$ cat src/rtl/inst_fetch_arbiter.sv
// ---------------------------------------------------------------------------
// inst_fetch_arbiter
//
// Shares a single instruction-memory port between the way0 and way1 fetch
// units of the dual-issue core. One requester is granted round-robin, the
// memory request is held until the memory answers, and the returned
// instruction is handed to the owning way with a registered one-cycle
// dataOk pulse. A jump clear on the owning way squashes its in-flight fetch.
//
// Optional feature macro: INST_FETCH_ARB_TIMEOUT_EN
//   When defined, a watchdog counter aborts an access that has been BUSY
//   for TIMEOUT_CYCLES+1 cycles and pulses timeout_o. When undefined, no
//   counter is built and timeout_o is tied to 0.
//
// Parameters:
//   TIMEOUT_CYCLES  watchdog limit (only used with the macro)
//   CNT_W           watchdog counter width, TIMEOUT_CYCLES < 2**CNT_W
//
// Ports:
//   clk, reset_n                  clock, asynchronous active-low reset
//   wayN_request_i                level fetch request, held until dataOk
//   wayN_instAddr_i               fetch address, stable while requesting
//   wayN_jumpClear_i              pipeline flush for that way
//   wayN_inst_o / wayN_dataOk_o   delivered instruction / one-cycle strobe
//   mem_request_o                 memory request, high for the whole access
//   mem_instAddr_o                latched fetch address
//   mem_inst_i / mem_dataOk_i     memory read data / completion pulse
//   timeout_o                     one-cycle watchdog abort pulse
// ---------------------------------------------------------------------------
module inst_fetch_arbiter #(
    parameter int TIMEOUT_CYCLES = 16,
    parameter int CNT_W          = 8
) (
    input  logic        clk,
    input  logic        reset_n,

    input  logic        way0_request_i,
    input  logic [31:0] way0_instAddr_i,
    input  logic        way0_jumpClear_i,
    output logic [31:0] way0_inst_o,
    output logic        way0_dataOk_o,

    input  logic        way1_request_i,
    input  logic [31:0] way1_instAddr_i,
    input  logic        way1_jumpClear_i,
    output logic [31:0] way1_inst_o,
    output logic        way1_dataOk_o,

    output logic        mem_request_o,
    output logic [31:0] mem_instAddr_o,
    input  logic [31:0] mem_inst_i,
    input  logic        mem_dataOk_i,

    output logic        timeout_o
);

    // The watchdog counter must be able to hold the limit value.
    if (TIMEOUT_CYCLES >= (2 ** CNT_W)) begin : gBadCfg
        $error("inst_fetch_arbiter: TIMEOUT_CYCLES must be below 2**CNT_W");
    end

    typedef enum logic {
        IDLE = 1'b0,
        BUSY = 1'b1
    } state_t;

    state_t      state_q;
    logic        owner_q;
    logic        last_q;
    logic        squash_q;
    logic [31:0] addr_q;
    logic [31:0] way0Inst_q;
    logic [31:0] way1Inst_q;
    logic        way0Ok_q;
    logic        way1Ok_q;

    logic        way0Eff;
    logic        way1Eff;
    logic        grantWay;
    logic        ownerClear;

    // A way whose dataOk is high right now is about to drop its request,
    // so it is masked to avoid granting it a second, stale fetch.
    assign way0Eff = way0_request_i & ~way0_jumpClear_i & ~way0Ok_q;
    assign way1Eff = way1_request_i & ~way1_jumpClear_i & ~way1Ok_q;

    // On a tie the way that was not granted last wins; otherwise the single
    // requester wins (way1Eff alone selects way1).
    assign grantWay = (way0Eff & way1Eff) ? ~last_q : way1Eff;

    assign ownerClear = owner_q ? way1_jumpClear_i : way0_jumpClear_i;

`ifdef INST_FETCH_ARB_TIMEOUT_EN
    localparam logic [CNT_W-1:0] TIMEOUT_LIM = CNT_W'(TIMEOUT_CYCLES);

    logic [CNT_W-1:0] cnt_q;
    logic             timeout_q;
`endif

    // Arbitration FSM. All outputs are registers updated here; the pulse
    // registers default to 0 every cycle so they are high for one cycle.
    // Returned data is dropped if the owner was cleared at any point during
    // the access, including the completion cycle itself.
    always_ff @(posedge clk or negedge reset_n) begin
        if (!reset_n) begin
            state_q    <= IDLE;
            owner_q    <= 1'b0;
            last_q     <= 1'b1;
            squash_q   <= 1'b0;
            addr_q     <= '0;
            way0Inst_q <= '0;
            way1Inst_q <= '0;
            way0Ok_q   <= 1'b0;
            way1Ok_q   <= 1'b0;
`ifdef INST_FETCH_ARB_TIMEOUT_EN
            cnt_q      <= '0;
            timeout_q  <= 1'b0;
`endif
        end else begin
            way0Ok_q <= 1'b0;
            way1Ok_q <= 1'b0;
`ifdef INST_FETCH_ARB_TIMEOUT_EN
            timeout_q <= 1'b0;
`endif
            case (state_q)
                IDLE: begin
                    if (way0Eff | way1Eff) begin
                        owner_q  <= grantWay;
                        last_q   <= grantWay;
                        addr_q   <= grantWay ? way1_instAddr_i : way0_instAddr_i;
                        squash_q <= 1'b0;
                        state_q  <= BUSY;
`ifdef INST_FETCH_ARB_TIMEOUT_EN
                        cnt_q    <= '0;
`endif
                    end
                end
                BUSY: begin
                    if (ownerClear) begin
                        squash_q <= 1'b1;
                    end
                    if (mem_dataOk_i) begin
                        state_q <= IDLE;
                        if (!squash_q && !ownerClear) begin
                            if (owner_q) begin
                                way1Inst_q <= mem_inst_i;
                                way1Ok_q   <= 1'b1;
                            end else begin
                                way0Inst_q <= mem_inst_i;
                                way0Ok_q   <= 1'b1;
                            end
                        end
                    end
`ifdef INST_FETCH_ARB_TIMEOUT_EN
                    // Completion in the limit cycle takes priority above.
                    else if (cnt_q == TIMEOUT_LIM) begin
                        timeout_q <= 1'b1;
                        state_q   <= IDLE;
                    end else begin
                        cnt_q <= cnt_q + CNT_W'(1);
                    end
`endif
                end
                default: begin
                    state_q <= IDLE;
                end
            endcase
        end
    end

    assign mem_request_o  = (state_q == BUSY);
    assign mem_instAddr_o = addr_q;
    assign way0_inst_o    = way0Inst_q;
    assign way1_inst_o    = way1Inst_q;
    assign way0_dataOk_o  = way0Ok_q;
    assign way1_dataOk_o  = way1Ok_q;

`ifdef INST_FETCH_ARB_TIMEOUT_EN
    assign timeout_o = timeout_q;
`else
    assign timeout_o = 1'b0;
`endif

endmodule

$ cat config.mk
export PLATFORM = sky130hd
export DESIGN_NAME = inst_fetch_arbiter
export DESIGN_NICKNAME = d
export VERILOG_FILES = /design/src/rtl/inst_fetch_arbiter.sv
export SDC_FILE = /design/constraint.sdc
export NUM_CORES = 1
export LEC_CHECK = 0
export ABC_CLOCK_PERIOD_IN_PS = 2500
export BUFFER_PORTS_ARGS = -buffer_cell sky130_fd_sc_hd__buf_2
export CAP_MARGIN = 20
export CORE_ASPECT_RATIO = 0.75
export CORE_MARGIN = 3
export CORE_UTILIZATION = 34
export DETAILED_ROUTE_END_ITERATION = 10
export GPL_TIMING_DRIVEN = 0
export PLACE_DENSITY = 0.68
export REMOVE_ABC_BUFFERS = 1
export SLEW_MARGIN = 20
export SYNTH_ARGS = -nofsm -noshare
export SYNTH_HDL_FRONTEND = slang
export SYNTH_SLANG_ARGS = --single-unit
$ cat constraint.sdc
create_clock -name clk -period 2.5 [get_ports clk]
set_input_delay 0.625 -clock clk [delete_from_list [all_inputs] [get_ports clk]]
set_output_delay 0.625 -clock clk [all_outputs]
set_load 0.005 [all_outputs]
Word-level counts from Yosys, hierarchy flattened
Index checks and enable logic that the tools add are counted.
{"block": "word_totals", "register_bits": 102, "in_bits": 103}
{"block": "classes", "bitwise_logic": 13, "mux": 17, "eq_ne": 2, "n_reduce_logical": 7}
{"op": "32-bit 2-to-1 mux", "n": 1}
{"op": "1-bit 2-to-1 mux", "n": 14}
{"op": "4-bit AND reduction", "n": 2}
{"op": "1-bit NOT", "n": 7}
{"op": "1-bit bitwise AND", "n": 5}
{"op": "1-bit one-hot mux with 2 select lines", "n": 2}
{"op": "2-bit AND reduction", "n": 2}
{"op": "1-bit zero test", "n": 2}
{"op": "2-bit by 1-bit != test with 1-bit output, second input constant", "n": 1}
{"op": "2-bit != test, second input constant", "n": 1}
{"op": "1-bit logical AND", "n": 1}
{"op": "1-bit OR", "n": 1}

Longest topological paths before layout
Gate-level depths: netlist of the first run.
{"block": "logic_depth", "depth_word": 6, "ltp_mapped": 6, "mapped_depth_nobuf": 3}

Worst setup path before layout of the first run
OpenSTA, ideal clock, no wires.
{"block": "synth_path", "kind": "input to register", "from": "input way0_jumpClear_i", "to": "register way0Inst_q[0] (netlist: way0_inst_o[0])", "t_arrival_ns": 1.713, "setup_time_ns": 0.125, "setup_slack_ns": 0.662, "required_time_ns": 2.375, "path_stages": 4, "path_cell_list": "or4_4 buf_6 buf_6 mux2_4"}
{"block": "synth_via", "elab_chain_cells": 4}
{"element": "start: declaration", "line": "39", "text": "input logic way0_jumpClear_i,"}
{"element": "1-bit 2-to-1 mux", "line": "91", "text": "assign ownerClear = owner_q ? way1_jumpClear_i : way0_jumpClear_i;"}
{"element": "1-bit zero test", "line": "144", "text": "if (!squash_q && !ownerClear) begin"}
{"element": "1-bit logical AND", "line": "144"}
{"element": "4-bit AND reduction (no source line)"}
{"element": "end signal: assignment", "line": "149", "text": "way0Inst_q <= mem_inst_i;"}
{"element": "end: declaration", "line": "72", "text": "logic [31:0] way0Inst_q;"}
Every way passes these cells.
A chain may end at the register's enable or synchronous reset.

Final worst setup path of the first run
{"block": "layout_path", "from": "register state_q (netlist: mem_request_o)", "to": "register way1Inst_q[8] (netlist: way1_inst_o[8])"}
{"block": "layout_via", "elab_chain_cells": 1}
{"element": "start: declaration", "line": "67", "text": "state_t state_q;"}
{"element": "start signal: assignment", "line": "106", "text": "state_q <= IDLE;"}
{"element": "start signal: assignment", "line": "132", "text": "state_q <= BUSY;"}
{"element": "start signal: assignment", "line": "143", "text": "state_q <= IDLE;"}
{"element": "4-bit AND reduction (no source line)"}
{"element": "end signal: assignment", "line": "146", "text": "way1Inst_q <= mem_inst_i;"}
{"element": "end: declaration", "line": "73", "text": "logic [31:0] way1Inst_q;"}
Every way passes these cells.

==> results of run 1 <==
[path summary, 6_finish.rpt]
kind / end / slack, ps / cells past startpoint
worst min-delay path: way1_inst_o[23]$_DFFE_PN0P_ / 200 / 1
min in group clk: way1_inst_o[28]$_DFFE_PN0P_ / 500 / 1
max in group asynchronous: last_q$_DFFE_PN1P_ / 1630 / 2
worst min register to register: way1_inst_o[28]$_DFFE_PN0P_ / 500 / 1
worst max-delay path: way1_inst_o[8]$_DFFE_PN0P_ / 360 / 6
worst max register to register: way1_inst_o[8]$_DFFE_PN0P_ / 360 / 6
[sequential cells by signal (all words and copies together) (netlist names)]
register and count:
last_q 1, mem_instAddr_o 32, mem_request_o 1, owner_q 1, squash_q 1, way0_dataOk_o 1
way0_inst_o 32, way1_dataOk_o 1, way1_inst_o 32
[cell families (layout without fill, tap and decap cells)]
group           Yosys count  in the layout  synth area share
compound gates           69             69            0.0900
simple gates             77             77             0.104
mux                      65             65             0.190
flops                   102            102             0.576
buf+inv                  33            227            0.0398
other cells               1              1          0.000846
[final cells by class]
cell class	count	area [µm²]
clock inverters	6	57.6
multi-input cells	212	1730
inverters	1	3.75
well taps	166	208
repair buffers	211	1130
fillers	1185	6620
clock buffers	9	225
flip-flops and latches	102	2550
[power by group through the flow]
stage          Clock, W  Combinational [W]  Sequential [W]
2_1_floorplan         0           0.000988         0.00287
3_3_place_gp          0            0.00210         0.00280
3_5_place_dp          0            0.00218         0.00286
4_1_cts         0.00138            0.00218         0.00284
5_1_grt         0.00145            0.00236         0.00293
6_report        0.00133            0.00215         0.00283
[synth_stat cells (all sizes together)]
| library cell | number |
|---|---|
| conb | 1 |
| nand3 | 32 |
| inv | 1 |
| nor3 | 32 |
| a211oi | 1 |
| or3b | 1 |
| nand4bb | 1 |
| and4bb | 1 |
| nor2 | 2 |
| mux2 | 65 |
| a22o | 1 |
| nor4b | 3 |
| a21oi | 1 |
| or4 | 1 |
| a31oi | 32 |
| buf | 15 |
| dfstp | 1 |
| or2 | 1 |
| clkbuf | 17 |
| o2bb2ai | 2 |
| o21ai | 32 |
| dfrtp | 101 |
| nand2 | 2 |
| nor3b | 1 |
[metal layers]
metal,part of all wire,GRT usage,vias to the layer above
met4,0.017,0.0451,0
met5,0,0,-
met2,0.49,0.265,152
met3,0.072,0.0423,22
met1,0.42,0.219,1857
li1,-,-,1656
[stage by stage]
step | total power, W | hold WS [ps] | setup slack [ps] | utilization
floorplan | 0.00386 | 329 | -926 | -
global placement | 0.00490 | 483 | -2410 | 0.437
detailed placement | 0.00504 | 490 | 207 | 0.449
CTS | 0.00640 | 199 | 352 | 0.472
global route | 0.00675 | 217 | 217 | 0.472
finish | 0.00630 | 199 | 361 | 0.472
[worst max-delay path, cell delays in order, from the launching register on]
cell	delay (ps)
dfrtp_1	620
nand2_4	90
nor4b_4	210
buf_4	250
buf_4	240
buf_4	240
mux2_2	360
==> implementation parameters, run 1 <==
Parameter                              Value

Outcome
  Run status    finished clean

Timing
  Final hold violations    0
  Final critical path time including I/O delays and setup    roughly 2100 ps
  Crit share post-route    0.856
  Relative slew slack    0.335
  Final Skew    roughly 8.3 ps
  Number of setup violations in the final report    0
  Setup total negative slack    0 ps
  Setup repair after global routing missed its margin    false
  Maximum clock frequency    467 MHz
  Transition at the pin with the smallest max-transition slack    998 ps
  Number of slew-limit violations in the final report    0

Hold path
  Class of the tightest hold or removal check    in2async

Clock tree
  Post_cts resized    0
  Setup repair bufs after CTS    0
  Deepest clock path buffer count    2
  Clk Tree Root Cell    clkbuf_16
  Number of buffers created by CTS    9
  H-tree level count    3
  Sinks on Clock Net    just over 100
  TritonCTS clock tree    yes
  Later-pin clock latency in the skew report    340 ps
  Hold Buf Count CTS    0
  Reg clk slew, reported paths    roughly 70 ps

GRT
  Global-route wire length before repair    ~19000 µm
  Maximum number of pins on one net before global-route repair    60
  Overall fraction of global-route tracks in use    0.164
  Overflow after GRT    0
  Via count of the first global-routing pass    3677
  Initial antenna violation count    0

Floorplanning
  Initial Utilization    0.354
  Die Y    about 100 µm
  Placeable Area    ~13000 µm²
  Row count    35
  Die width    ~140 µm
  Die area    between 10000 and 15000 µm²
  Number of I/O pins    203

Synthesis
  Post-Syn Area per Cell    between 10 and 15 µm²
  Top area cells in the synthesized netlist    dfrtp_1 57%, mux2_4 9.8%, mux2_2 9.1%, a31oi_1 4.5%, nand3_1 3.6%
  Synthesized flop and latch total    approximately 100
  Post-synthesis instance area    4430 µm²
  Fraction of the yosys area taken by sequential cells    0.576
  Post-synth top area cell    dfrtp_1
  Number of instances in the synthesized netlist    ~350
  Warning count from the yosys run    0
  Count of cell types in the netlist    30
  Area fraction of the dominant cell type after synthesis    0.570

Setup path
  Critical path launch point type    flip-flop
  Critical path launch point    mem_request_o$_DFF_PN0_
  Largest fanout on the critical path    12
  Required time at the worst-slack endpoint    approximately 2700 ps
  Launch point of the worst reg-to-reg path    mem_request_o$_DFF_PN0_
  Critical path capture point type    flip-flop
  CP arrival    2350 ps
  Worst setup path class    reg2reg

Placed design
  HPWL after detailed placement    8850 µm
  RePlAce Congestion    approximately 0.77
  Cell area after placement    about 5600 µm²
  Post-placement cell count    692
  Number of port buffers    between 200 and 250

Power
  Clock power frac    0.211
  Share of power burned in registers    0.449
  Power share of the combinational group    0.341
  Internal power    0.00436 W
  Switching part of the total power    0.308
  Power per cell area    about 1100 nW/µm²
  Psw    0.00194 W
  Leakage    approximately 2.9 nW
  Max VDD drop    between 0.0004 and 0.0005 V

Flow run
  Number of maximum-capacitance violations    0

Layout
  Final Net Count    640
  Relative area change from synthesis to final layout    33.2%
  Commonest non-fill, non-tap cell in the layout    buf_2
  Number of standard cells in the final layout excluding fillers    approximately 710
  Post-Layout Inst Area    5910 µm²
  Top library cells by usage in the layout, fill and taps aside    200 x buf_2, 101 x dfrtp_1, 36 x mux2_2
  Fraction of layout instances using a drive strength above 1    0.555
  Number of antenna diodes    0

Routing
  Wire per inst    around 17 µm
  Number of detailed-route iterations in the first pass    4
  Total wire length    about 12000 µm
  Post-detailed-route DRC marker count    0
  Total vias in the final route    approximately 3700
  First DRT Iteration DRCs    229
  Detail-routed via count per cell    5.21
  Final antenna-violating net count    0
(Power assumes the default switching activity.)
==> run 2, diff against run 1 <==
- CORE_ASPECT_RATIO: 0.75 -> 0.8
- PLACE_DENSITY: 0.68 -> default
- PLACE_DENSITY_LB_ADDON: default -> 0.15
==> run 2 against run 1 <==
  * Setup slack worse by 95 ps
  * Critical path depth shrank 1
  * Critical endpoint is now way1_inst_o[31]$_DFFE_PN0P_
  * Sequential cell count did not move
  * Final area is 1.4% higher
  * Via count down 1.4%
  * Worst hold slack worse by 15 ps
==> implementation parameters, run 2 (synthesis gave the netlist of run 1 again) <==
Parameter                              Value

Setup path
  Slowest stage cell on the critical path    dfrtp_1
  WP buf/inv    2 (-1)
  Cell Chain, Critical Path    nand2_4 > nor4b_4 > buf_4 > buf_8 > mux2_2
  Worst path max stage delay    630 ps (about the same)
  Critical path capture point type    flip-flop
  Critical path launch point type    flip-flop
  Number of cell instances on the worst register-to-register path    5 (-1)
  R2R setup slack    270 ps (-90 ps)
  Largest fanout on the critical path    10 (-2)
  Cell count along the critical path    5 (-1)
  CP delay by family, top    simple AND/OR/NAND/NOR gates
  Required time at the worst-slack endpoint    2720 ps (about the same)
  CP arrival    2460 ps (+110 ps)
  Worst setup path class    reg2reg

Placed design
  Post-placement cell count    699 (+1.0%)
  RePlAce Congestion    0.761 (-1.1%)
  HPWL after detailed placement    8800 µm (-0.56%)
  Number of port buffers    201 (unchanged)

Floorplanning
  Placeable Area    12500 µm² (-0.38%)
  Number of I/O pins    203 (unchanged)
  Die Y    108 µm (+3.1%)
  Die area    14500 µm² (about the same)
  Row count    36 (+2.9%)
  Die width    134 µm (-3.0%)
  Initial Utilization    0.355 (+0.00135)

Hold path
  Class of the tightest hold or removal check    in2async

Power
  Internal power    0.00447 W (+2.6%)
  Switching part of the total power    0.300 (-0.00814)
  Power share of the combinational group    0.339 (-0.002)
  Leakage    2.93 nW (+0.83%)
  Clock power frac    0.224 (+0.013)
  Power per cell area    1070 nW/µm² (about the same)
  Psw    0.00191 W (-1.3%)
  Share of power burned in registers    0.437 (-0.012)
  Max VDD drop    0.000408 V (-1.4%)

Clock tree
  Later-pin clock latency in the skew report    330 ps (about the same)
  Reg clk slew, reported paths    70 ps (about the same)
  Deepest clock path buffer count    2 (unchanged)
  Number of buffers created by CTS    9 (unchanged)
  Setup repair bufs after CTS    0 (unchanged)
  TritonCTS clock tree    yes
  H-tree level count    3 (unchanged)
  Post_cts resized    0 (unchanged)
  Clk Tree Root Cell    clkbuf_16
  Hold Buf Count CTS    0 (unchanged)
  Sinks on Clock Net    102 (unchanged)

GRT
  Overflow after GRT    0 (unchanged)
  Initial antenna violation count    0 (unchanged)
  Overall fraction of global-route tracks in use    0.168 (+0.00425)
  Maximum number of pins on one net before global-route repair    65 (+8.3%)
  Via count of the first global-routing pass    3607 (-1.9%)
  Global-route wire length before repair    19600 µm (+1.9%)

Layout
  Commonest non-fill, non-tap cell in the layout    buf_2
  Number of standard cells in the final layout excluding fillers    715 (+1.1%)
  Number of antenna diodes    0 (unchanged)
  Fraction of layout instances using a drive strength above 1    0.559 (+0.00429)
  Relative area change from synthesis to final layout    35.0%
  Top library cells by usage in the layout, fill and taps aside    200 x buf_2, 101 x dfrtp_1, 36 x mux2_2
  Fill count    1181 (-0.34%)
  Final Net Count    642 (+0.31%)
  Post-layout util    0.480 (+0.00821)

Timing
  Number of setup violations in the final report    0 (unchanged)
  Final Skew    4.09 ps (-4.18 ps)
  Transition at the pin with the smallest max-transition slack    1030 ps (+31.4 ps)
  Final hold violations    0 (unchanged)
  Maximum clock frequency    448 MHz (-4.2%)
  Hold WS    185 ps (-14.5 ps)
  Setup repair after global routing missed its margin    false
  Final critical path time including I/O delays and setup    2230 ps (+94.9 ps)
  Number of slew-limit violations in the final report    0 (unchanged)
  Relative slew slack    0.314 (-0.0210)
  Crit share post-route    0.894 (+0.0379)

Routing
  Total wire length    12200 µm (+0.97%)
  Number of detailed-route iterations in the first pass    4 (unchanged)
  Total vias in the final route    3637 (-1.4%)
  Wire per inst    17.1 µm (-0.16%)
  Detail-routed via count per cell    5.09 (-2.5%)
  Final antenna-violating net count    0 (unchanged)
  First DRT Iteration DRCs    179 (-22%)
  Post-detailed-route DRC marker count    0 (unchanged)

Flow run
  Number of maximum-capacitance violations    0 (unchanged)

Outcome
  Run status    finished clean
[run 2: changes by cell type in the layout (fill, tap and decap cells not counted), moves of 2 or more]
cell | before | now
clkinv_4 | 4 | 1
buf_6 | 4 | 6
buf_4 | 5 | 3
clkinvlp_4 | 0 | 3
[run 2: routing by layer]
metal | GRT usage | vias up | wire (µm)
met5 | 0 | - | 0
met4 | 0.0404 | 0 | 148
met3 | 0.0358 | 12 | 657
met2 | 0.275 | 126 | 6010
met1 | 0.231 | 1830 | 5420
li1 | - | 1669 | -
[run 2: area by class of cell]
type,count,area (µm²),share of cell area
timing repair buffer,213,1180,0.196
tap,171,214,0.0357
sequential,102,2550,0.427
clock buffer,9,225,0.0376
inverter,1,3.75,0.000627
multi-input combinational,212,1730,0.289
clock inverter,7,81.3,0.0136
[run 2: metrics by stage]
stage | worst slack (ps) | instance area [µm²] | total power (W) | setup TNS (ps)
floorplan | -926 | 4260 | 0.00386 | -30230
global placement | -2720 | 5480 | 0.00493 | -152150
detailed placement | -77.9 | 5680 | 0.00503 | -1140
CTS | 163 | 5990 | 0.00650 | 0
global route | 114 | 5990 | 0.00684 | 0
finish | 266 | 5990 | 0.00639 | 0
[run 2: final timing paths]
| kind | from | endpoint |
|---|---|---|
| setup reg to reg | mem_request_o$_DFF_PN0_ | way1_inst_o[31]$_DFFE_PN0P_ |
| hold / removal | reset_n | way0_inst_o[17]$_DFFE_PN0P_ |
| hold reg to reg | way0_inst_o[26]$_DFFE_PN0P_ | way0_inst_o[26]$_DFFE_PN0P_ |
| min in group clk | way0_inst_o[26]$_DFFE_PN0P_ | way0_inst_o[26]$_DFFE_PN0P_ |
| setup / recovery | mem_request_o$_DFF_PN0_ | way1_inst_o[31]$_DFFE_PN0P_ |
| max in group asynchronous | reset_n | last_q$_DFFE_PN1P_ |
[run 2: power groups by stage]
stage | sequential, W | clock [W] | combinational [W]
after CTS | 0.00280 | 0.00149 | 0.00221
final | 0.00279 | 0.00143 | 0.00217
after global routing | 0.00290 | 0.00156 | 0.00238
after floorplan | 0.00287 | 0 | 0.000988
after detailed placement | 0.00282 | 0 | 0.00221
after global placement | 0.00279 | 0 | 0.00214
